==> src/rtl/rvh_l1d_pkg.sv <==
// Shared L1D types and sizes used by the refill buffer and its neighbours.
// Holds the L2 R-channel beat format, the MSHR entry layout and the refill FSM state.
package rvh_l1d_pkg;

  localparam int unsigned N_BANK         = 4;
  localparam int unsigned N_MSHR         = 8;
  localparam int unsigned N_MSHR_W       = $clog2(N_MSHR);
  localparam int unsigned BURST_SIZE     = 4;
  localparam int unsigned MEM_DATA_WIDTH = 64;
  localparam int unsigned PADDR_WIDTH    = 40;
  localparam int unsigned LSU_TAG_WIDTH  = 8;
  localparam int unsigned BEAT_CNT_W     = $clog2(BURST_SIZE);
  localparam int unsigned LINE_WIDTH     = BURST_SIZE * MEM_DATA_WIDTH;

  typedef struct packed {
    logic [N_MSHR_W-1:0] tid;
  } cache_mem_if_rid_t;

  typedef struct packed {
    cache_mem_if_rid_t         rid;
    logic [MEM_DATA_WIDTH-1:0] rdata;
    logic [1:0]                rresp;
    logic                      rlast;
  } cache_mem_if_r_t;

  typedef struct packed {
    logic                     valid;
    logic                     is_store;
    logic [PADDR_WIDTH-1:0]   paddr;
    logic [LSU_TAG_WIDTH-1:0] lsu_tag;
  } mshr_t;

  typedef enum logic [1:0] {
    StIdle,
    StCollect,
    StRefill,
    StDealloc
  } rvh_l1d_refill_state_e;

  localparam logic [BEAT_CNT_W-1:0] BEAT_CNT_LAST = BEAT_CNT_W'(BURST_SIZE - 1);

  // Extra beats past the end of a burst keep landing in the last slot.
  function automatic logic [BEAT_CNT_W-1:0] beat_cnt_inc(input logic [BEAT_CNT_W-1:0] cnt);
    return (cnt == BEAT_CNT_LAST) ? cnt : cnt + BEAT_CNT_W'(1);
  endfunction

endpackage

==> src/rtl/std_dffr.sv <==
// Plain D flip-flop with synchronous active-low reset to zero.
module std_dffr #(
  parameter int unsigned WIDTH = 1
) (
  input  logic             clk,
  input  logic             rstn,
  input  logic [WIDTH-1:0] d,
  output logic [WIDTH-1:0] q
);

  always_ff @(posedge clk) begin
    if (!rstn) begin
      q <= '0;
    end else begin
      q <= d;
    end
  end

endmodule

==> src/rtl/std_dffre.sv <==
// D flip-flop with load enable and synchronous active-low reset to zero.
// Tie rstn high for storage that needs no reset value.
module std_dffre #(
  parameter int unsigned WIDTH = 1
) (
  input  logic             clk,
  input  logic             rstn,
  input  logic             en,
  input  logic [WIDTH-1:0] d,
  output logic [WIDTH-1:0] q
);

  always_ff @(posedge clk) begin
    if (!rstn) begin
      q <= '0;
    end else if (en) begin
      q <= d;
    end
  end

endmodule

==> src/rtl/rvh_l1d_refill_buf.sv <==
// L1D refill buffer: gathers one L2 burst into a line, hands it to the cache pipeline,
// then frees the owning MSHR. Define RVH_L1D_REFILL_ERR_CHECK_EN to add refill_err_o.
module rvh_l1d_refill_buf
  import rvh_l1d_pkg::*;
#(
  parameter int unsigned BANK_ID = 0
) (
  input  logic                                 clk,
  input  logic                                 rst,
  input  logic                                 l2_resp_if_rvalid,
  output logic                                 l2_resp_if_rready,
  input  cache_mem_if_r_t                      l2_resp_if_r,
  input  mshr_t                                mshr_bank_i [N_MSHR],
  input  logic [N_MSHR-1:0]                    mshr_bank_no_resp_i,
  output logic                                 refill_valid_o,
  input  logic                                 refill_ready_i,
  output logic [N_MSHR_W-1:0]                  refill_mshr_id_o,
  output mshr_t                                refill_mshr_o,
  output logic [BURST_SIZE*MEM_DATA_WIDTH-1:0] refill_line_o,
  output logic                                 refill_no_resp_o,
`ifdef RVH_L1D_REFILL_ERR_CHECK_EN
  output logic                                 refill_err_o,
`endif
  output logic                                 mlfb_mshr_dealloc_valid_o,
  output logic [N_MSHR_W-1:0]                  mlfb_mshr_dealloc_idx_o,
  input  logic                                 mlfb_mshr_dealloc_ready_i
);

  rvh_l1d_refill_state_e   state_q, state_d;
  logic [1:0]              state_q_raw;
  logic [BEAT_CNT_W-1:0]   beat_cnt_q, beat_cnt_d;
  logic [N_MSHR_W-1:0]     id_q;
  logic                    id_en;
  logic                    no_resp_q, no_resp_d;
  logic                    beat_fire, last_fire, refill_fire, dealloc_fire;
  logic [N_MSHR_W-1:0]     cur_id;
  logic [MEM_DATA_WIDTH-1:0] line_q [BURST_SIZE];

  logic unused_bank;
  assign unused_bank = ^BANK_ID;

  assign beat_fire    = l2_resp_if_rvalid & l2_resp_if_rready;
  assign last_fire    = beat_fire & l2_resp_if_r.rlast;
  assign refill_fire  = refill_valid_o & refill_ready_i;
  assign dealloc_fire = mlfb_mshr_dealloc_valid_o & mlfb_mshr_dealloc_ready_i;

  // The id register only loads on the first beat, so a single-beat burst must use the live tid.
  assign cur_id = (state_q == StIdle) ? l2_resp_if_r.rid.tid : id_q;

  // ---------------------------------------------------------------------------
  // FSM: state register
  // ---------------------------------------------------------------------------
  std_dffr #(
    .WIDTH(2)
  ) u_state_dff (
    .clk (clk),
    .rstn(rst),
    .d   (state_d),
    .q   (state_q_raw)
  );

  assign state_q = rvh_l1d_refill_state_e'(state_q_raw);

  // ---------------------------------------------------------------------------
  // FSM: next state
  // ---------------------------------------------------------------------------
  always_comb begin
    state_d = state_q;
    unique case (state_q)
      StIdle: begin
        if (beat_fire) begin
          state_d = l2_resp_if_r.rlast ? StRefill : StCollect;
        end
      end
      StCollect: begin
        if (last_fire) begin
          state_d = StRefill;
        end
      end
      StRefill: begin
        if (refill_ready_i) begin
          state_d = StDealloc;
        end
      end
      StDealloc: begin
        if (mlfb_mshr_dealloc_ready_i) begin
          state_d = StIdle;
        end
      end
      default: state_d = StIdle;
    endcase
  end

  // ---------------------------------------------------------------------------
  // FSM: outputs
  // ---------------------------------------------------------------------------
  always_comb begin
    l2_resp_if_rready         = 1'b0;
    refill_valid_o            = 1'b0;
    mlfb_mshr_dealloc_valid_o = 1'b0;
    unique case (state_q)
      StIdle, StCollect: l2_resp_if_rready         = 1'b1;
      StRefill:          refill_valid_o            = 1'b1;
      StDealloc:         mlfb_mshr_dealloc_valid_o = 1'b1;
      default: ;
    endcase
  end

  // ---------------------------------------------------------------------------
  // Beat counter and captured MSHR id
  // ---------------------------------------------------------------------------
  always_comb begin
    beat_cnt_d = beat_cnt_q;
    if (beat_fire) begin
      beat_cnt_d = beat_cnt_inc(beat_cnt_q);
    end else if (refill_fire) begin
      beat_cnt_d = '0;
    end
  end

  std_dffr #(
    .WIDTH(BEAT_CNT_W)
  ) u_beat_cnt_dff (
    .clk (clk),
    .rstn(rst),
    .d   (beat_cnt_d),
    .q   (beat_cnt_q)
  );

  assign id_en = beat_fire & (state_q == StIdle);

  std_dffre #(
    .WIDTH(N_MSHR_W)
  ) u_id_dff (
    .clk (clk),
    .rstn(rst),
    .en  (id_en),
    .d   (l2_resp_if_r.rid.tid),
    .q   (id_q)
  );

  // ---------------------------------------------------------------------------
  // no_resp: snapshot on the last beat, then accumulate any later ROB flush
  // ---------------------------------------------------------------------------
  always_comb begin
    no_resp_d = no_resp_q;
    if (last_fire) begin
      no_resp_d = mshr_bank_no_resp_i[cur_id];
    end else if (refill_fire) begin
      no_resp_d = 1'b0;
    end else if (state_q == StRefill) begin
      no_resp_d = no_resp_q | mshr_bank_no_resp_i[id_q];
    end
  end

  std_dffr #(
    .WIDTH(1)
  ) u_no_resp_dff (
    .clk (clk),
    .rstn(rst),
    .d   (no_resp_d),
    .q   (no_resp_q)
  );

  // ---------------------------------------------------------------------------
  // Line storage: one slot per beat, not reset
  // ---------------------------------------------------------------------------
  for (genvar i = 0; i < BURST_SIZE; i++) begin : g_slot
    logic slot_en;
    assign slot_en = beat_fire & (beat_cnt_q == BEAT_CNT_W'(i));

    std_dffre #(
      .WIDTH(MEM_DATA_WIDTH)
    ) u_slot_dff (
      .clk (clk),
      .rstn(1'b1),
      .en  (slot_en),
      .d   (l2_resp_if_r.rdata),
      .q   (line_q[i])
    );

    assign refill_line_o[i*MEM_DATA_WIDTH +: MEM_DATA_WIDTH] = line_q[i];
  end

  // ---------------------------------------------------------------------------
  // Refill / dealloc payload
  // ---------------------------------------------------------------------------
  assign refill_mshr_id_o        = id_q;
  assign refill_mshr_o           = mshr_bank_i[id_q];
  // A flush landing in the handshake cycle itself must still suppress the LSU response.
  assign refill_no_resp_o        = (state_q == StRefill) &
                                   (no_resp_q | mshr_bank_no_resp_i[id_q]);
  assign mlfb_mshr_dealloc_idx_o = id_q;

`ifdef RVH_L1D_REFILL_ERR_CHECK_EN
  logic err_q, err_d;
  logic beat_err;

  assign beat_err = (l2_resp_if_r.rresp != 2'b00) |
                    (l2_resp_if_r.rlast & (beat_cnt_q != BEAT_CNT_LAST));

  always_comb begin
    err_d = err_q;
    if (beat_fire) begin
      err_d = err_q | beat_err;
    end else if (dealloc_fire) begin
      err_d = 1'b0;
    end
  end

  std_dffr #(
    .WIDTH(1)
  ) u_err_dff (
    .clk (clk),
    .rstn(rst),
    .d   (err_d),
    .q   (err_q)
  );

  assign refill_err_o = err_q;
`else
  logic unused_err;
  assign unused_err = ^{l2_resp_if_r.rresp, dealloc_fire};
`endif

endmodule
==> config.mk <==
export PLATFORM = sky130hd
export DESIGN_NAME = rvh_l1d_refill_buf
export DESIGN_NICKNAME = d
export VERILOG_FILES = /design/src/rtl/rvh_l1d_pkg.sv /design/src/rtl/std_dffr.sv /design/src/rtl/std_dffre.sv /design/src/rtl/rvh_l1d_refill_buf.sv
export SDC_FILE = /design/constraint.sdc
export NUM_CORES = 1
export LEC_CHECK = 0
export CORE_AREA = 2 2 312 314
export CTS_CLUSTER_DIAMETER = 30
export DETAILED_ROUTE_END_ITERATION = 7
export DIE_AREA = 0 0 314 316
export PLACE_DENSITY = 0.42
export REMOVE_ABC_BUFFERS = 1
export SETUP_SLACK_MARGIN = 0.05
export SYNTH_ARGS = -nofsm -noshare
export SYNTH_HDL_FRONTEND = slang
export SYNTH_HIERARCHICAL = 1
export SYNTH_SLANG_ARGS = --single-unit
==> constraint.sdc <==
create_clock -name clk -period 4.65 [get_ports clk]
set_clock_uncertainty 0.2 [all_clocks]
set_input_delay 1.1625 -clock clk [delete_from_list [all_inputs] [get_ports clk]]
set_output_delay 1.1625 -clock clk [all_outputs]
set_load 0.02 [all_outputs]
**Yosys cells after proc, flatten, opt, wreduce, memory -nomap -nowiden**

Cells that the tools add are included.

- Register bits: 264
- Output and inout port bits: 316
- Input bits: 483

- Bitwise operators: 11
- $lt $le $gt $ge: 3
- $add $sub $neg: 1
- Multiplexer cells: 23
- Reductions and logical operators: 7
- Eq/ne operators: 11

Operators with widths:

| kind | number |
|---|---|
| 50-bit binary-select mux with 3-bit select | 1 |
| 50-bit 2-to-1 mux | 2 |
| 2-bit 2-to-1 mux | 8 |
| 2-bit != test (second input constant) | 5 |
| 1-bit AND | 9 |
| 2-bit equality test (second input constant) | 4 |
| 3-bit by 4-bit less-than comparator with 1-bit output (second input constant) | 2 |
| 1-bit 2-to-1 mux | 8 |
| 2-bit case mux with 4 select lines | 1 |
| 1-bit binary-select mux with 3-bit select | 2 |
| 2-bit by 1-bit equality test with 1-bit output (second input constant) | 2 |
| 4-bit >= comparator (second input constant) | 1 |
| 2-bit logical NOT | 2 |
| 3-bit NOT with 4-bit output | 1 |
| 4-bit AND reduction | 1 |
| 3-bit 2-to-1 mux | 1 |
| 3-bit nonzero test | 1 |
| 2-bit by 1-bit adder with 2-bit output (second input constant) | 1 |
| 2-bit AND reduction | 1 |
| 2-bit nonzero test | 1 |
| 2-bit OR reduction | 1 |
| 1-bit OR | 1 |

**Depth between registers and ports, before layout**

- Depth in word-level cells: 7
- Depth in mapped cells: 8
- Depth with buffers taken out: 6

**Modules after synthesis**

Netlist, hierarchy kept.

Modules (own cells, without submodules):

| module | times used | seq. area each (um2) | cells an instance | area an instance (um2) |
|---|---|---|---|---|
| std_dffre (g_slot[0].u_slot_dff ...) | 4 | 1281.2 | 206 | 2451.1 |
| rvh_l1d_refill_buf | 1 | 0.0 | 245 | 3439.5 |
| std_dffre (u_id_dff) | 1 | 60.1 | 9 | 108.9 |
| std_dffr (u_beat_cnt_dff ...) | 2 | 40.0 | 4 | 52.6 |
| std_dffr (u_no_resp_dff) | 1 | 20.0 | 2 | 26.3 |

**Least setup slack after synthesis**

Ideal clock, no wire load.

- Path type: input to output
- From: input port mshr_bank_no_resp_i[3]
- To: output port refill_no_resp_o
- Required time: 3.288 ns
- Path slack: 1.185 ns
- Path buffers: 0
- Arrival time: 2.102 ns
- Stages: 4
- Path through: mux4_2 or2_1 a41oi_2 nor3_1

- Longest elaborated chain between the ends: 4

RTL lines:

| what | RTL line | RTL |
|---|---|---|
| start, declared | rvh_l1d_refill_buf.sv:14 | `input logic [N_MSHR-1:0] mshr_bank_no_resp_i,` |
| 1-bit binary-select mux with 3-bit select | rvh_l1d_refill_buf.sv:192 | `(no_resp_q \| mshr_bank_no_resp_i[id_q]);` |
| 1-bit 2-to-1 mux (implied by the code) | rvh_l1d_refill_buf.sv:192 |  |
| 1-bit OR | rvh_l1d_refill_buf.sv:192 |  |
| 1-bit AND | rvh_l1d_refill_buf.sv:191 | `assign refill_no_resp_o = (state_q == StRefill) &` |
| end, declared | rvh_l1d_refill_buf.sv:20 | `output logic refill_no_resp_o,` |

Every way passes these cells. The select of a mux whose other input is x is not followed.

**Worst setup path in the final report**

- From: input port mshr_bank_no_resp_i[1]
- To: output port refill_no_resp_o

The elaborated chain is that of the path after synthesis.

==> results.yml <==
power:
  ir_drop_uv: 396.0
  p_per_area_nw_per_um2: 373.4
  p_leak_uw: 0.008297
sta:
  timing.slew.headroom: 0.4389
  fmax_ghz: 0.2224
  period_needed_ns: 4.496
  tightest_slew_ns: 0.8417
  slew_violations: 0
  finalSetupViolations: 0
  finalCritPeriodShare: 0.9669
  rsz0062_at_grt: "false"
  worst_slack_ns: 0.1537
  hold_viol: 0
clock_tree:
  clk-insertion-delay-late_ns: 0.57
  ctsHoldBuffers: 0
  postCtsSetupRepairBufs: 0
  cts.sinks: 264
  clkSlewWorstSetupHoldPaths_ns: 0.04
  numCtsBuffers: 72
  cts_buffer_depth: 3
  cts_resized: 0
  root_buffer: "clkbuf_16"
  cts_tree: "built"
  htreeDepth: 3
logic_synthesis:
  ys_warn_count: 6
  ys.flop_type: "dfxtp_1"
  synth-seq-area-share: 0.3919
  netlist-cell-type-count: 39
  synthXorXnorAreaFrac: 0
  netlist_area_um2: 13480
  yosys_register_bits: 264
  synth_fa_ha_area_frac: 0
  synth_top_family_by_area: "multiplexers"
  synth-simple-area-share: 0.1355
  yosysTopAreaCell: "dfxtp_1"
  synth_compound_area_frac: 0.01039
  synth_cells: 1088
  synth_edf_count: 0
  yosysTopAreaCellShare: 0.3919
  postSynthAreaPerCell_um2: 12.39
  netlist_top_cells_area: "dfxtp_1 (39%), mux2i_1 (19%), mux4_2 (17%)"
  ys_async_sr_fraction: 0
  synthMuxAreaShare: 0.4060
outcome:
  status: "finished clean"
placement:
  pre_cts_ws_ns: 0.1533
  place.gp.congestion: 0.9136
  dp_cells: 3095
  place_area_um2: 22560
  port_buffers: 796
  dp_hpwl_um: 66620
drt:
  drtIter0Drc: 556
  dr.pass1.iters: 4
  ant_nets: 0
  num_vias: 12137
  finalWirelength_um: 83770
  wire_per_inst_um: 25.88
  drc_errors: 0
  viasPerCell: 3.749
floorplanning:
  num_io_pins: 799
  die-width_um: 314
  std_cell_rows: 114
  start_util: 0.1405
  coreArea_um2: 95990
  dieArea_um2: 99220
  die-height_um: 316
global_routing:
  antenna_found_initial: 39
  grt_pass1_vias: 12978
  overflow: 0
  grt_max_degree: 65
  grt_pass1_wl_um: 109500
  grt_use_total: 0.1605
final_layout:
  drive_gt1_frac: 0.1688
  layout_commonest_cell: "clkdlybuf4s50_1"
  final_cells: 3237
  postLayoutCellArea_um2: 25110
  filler_cell_count: 10124
  final_cell_mix: "clkdlybuf4s50_1 (769), nor2b_1 (262), mux2i_1 (261), dfxtp_1 (261), mux4_2 (101)"
  syn2layout_area_growth_pct: 86.21
  layout.nets: 2376
run:
  drv_cap: 0
critical_path:
  worstPathRequired_ns: 3.29
  cp_cell_sequence: "clkdlybuf4s50_1 > mux4_2 > or2_1 > a41oi_2 > nor3_1 > clkdlybuf4s50_1"
  startpoint_type: "primary input"
  path_max_fanout: 3
  crit_type: "primary input to primary output"
  critPathArrivalTime_ns: 3.13
  critical_path.endpoint_type: "primary output"
  critPathTopFamily: "buffers and inverters"
  worst_path_max_delay_cell: "clkdlybuf4s50_1"
  max_stage_delay_ns: 0.58
  critPathBufInv: 2
  crit_top_cell: "clkdlybuf4s50_1"
worst_hold_path:
  hold_class: "flop to flop"
[per-layer routing]
layer,share of wire,GRT usage,wire length [um]
met1,0.32,0.1428,26770
met3,0.092,0.06762,7747
met2,0.56,0.3145,46820
met5,0.0021,0,180
met4,0.027,0.06525,2260
[cells by family after synthesis]
group                  count (synthesis)
DFF                                  264
AOI/OAI and AO/OA                     20
and+or+nand+nor                      296
buffers and inverters                 93
other                                  1
muxes                                414
[synthesized netlist by cell type (2+ instances only)]
| library cell | number |
|---|---|
| mux2_2 | 50 |
| nand3_1 | 2 |
| a211oi_1 | 3 |
| o21ai_0 | 4 |
| o22ai_1 | 2 |
| clkbuf_2 | 4 |
| and2_1 | 7 |
| nand2_1 | 8 |
| dfxtp_1 | 264 |
| buf_2 | 7 |
| mux4_2 | 101 |
| buf_8 | 29 |
| o31ai_1 | 2 |
| clkbuf_1 | 40 |
| buf_6 | 6 |
| a21oi_1 | 4 |
| nor2b_1 | 262 |
| mux2i_1 | 261 |
| nor3_1 | 2 |
| buf_4 | 5 |
| nor2_1 | 7 |
[layout make-up]
type | count | area [um^2] | area share
clock inverter | 25 | 376.6 | 0.01500
multi-input combinational | 734 | 7478 | 0.2978
antenna | 12 | 30.03 | 0.001196
tap | 1276 | 1597 | 0.06358
sequential | 264 | 5296 | 0.2109
timing repair buffer | 819 | 8185 | 0.3260
inverter | 2 | 7.507 | 0.0002990
clock buffer | 105 | 2138 | 0.08516
[worst min-delay path, stage by stage (launching register included)]
cell     delay [ns]
dfxtp_1        0.31
mux2i_1        0.06
nor2b_1        0.09
[flip-flops by register name, summed over array words and instances, names as in the netlist]
signal	flops
u_id_dff/q	3
u_beat_cnt_dff/q	2
u_no_resp_dff/q	1
g_slot.u_slot_dff/q	256
u_state_dff/q	2
[final timing paths]
path              slack (ns)                          to  cells past startpoint                       start
setup / recovery        0.15            refill_no_resp_o                      6      mshr_bank_no_resp_i[1]
hold / removal          0.31  g_slot[0].u_slot_dff/q[12]                      2  g_slot[0].u_slot_dff/q[12]
setup reg to reg        2.10  g_slot[0].u_slot_dff/q[58]                      5            u_state_dff/q[1]
hold reg to reg         0.31  g_slot[0].u_slot_dff/q[12]                      2  g_slot[0].u_slot_dff/q[12]
[report_power, final]
part / switching, uW / internal [uW] / total, uW / leakage [uW]
combinational: 843 / 993 / 1840 / 0.00491
sequential: 76.9 / 2360 / 2440 / 0.00214
clock: 1490 / 3600 / 5100 / 0.00124
total: 2410 / 6960 / 9370 / 0.00830
[metrics by stage]
step	utilization	hold WS (ns)	power (uW)	setup TNS, ns
global route	0.2615	0.3311	9721	0
CTS	0.2613	0.3137	9520	0
floorplan	-	0.3916	3318	-498.80
global placement	0.2351	0.2977	4320	0
detailed placement	0.2351	0.3013	4328	0
finish	0.2616	0.3084	9375	0
Note: power is estimated with default switching activity, not from simulation.
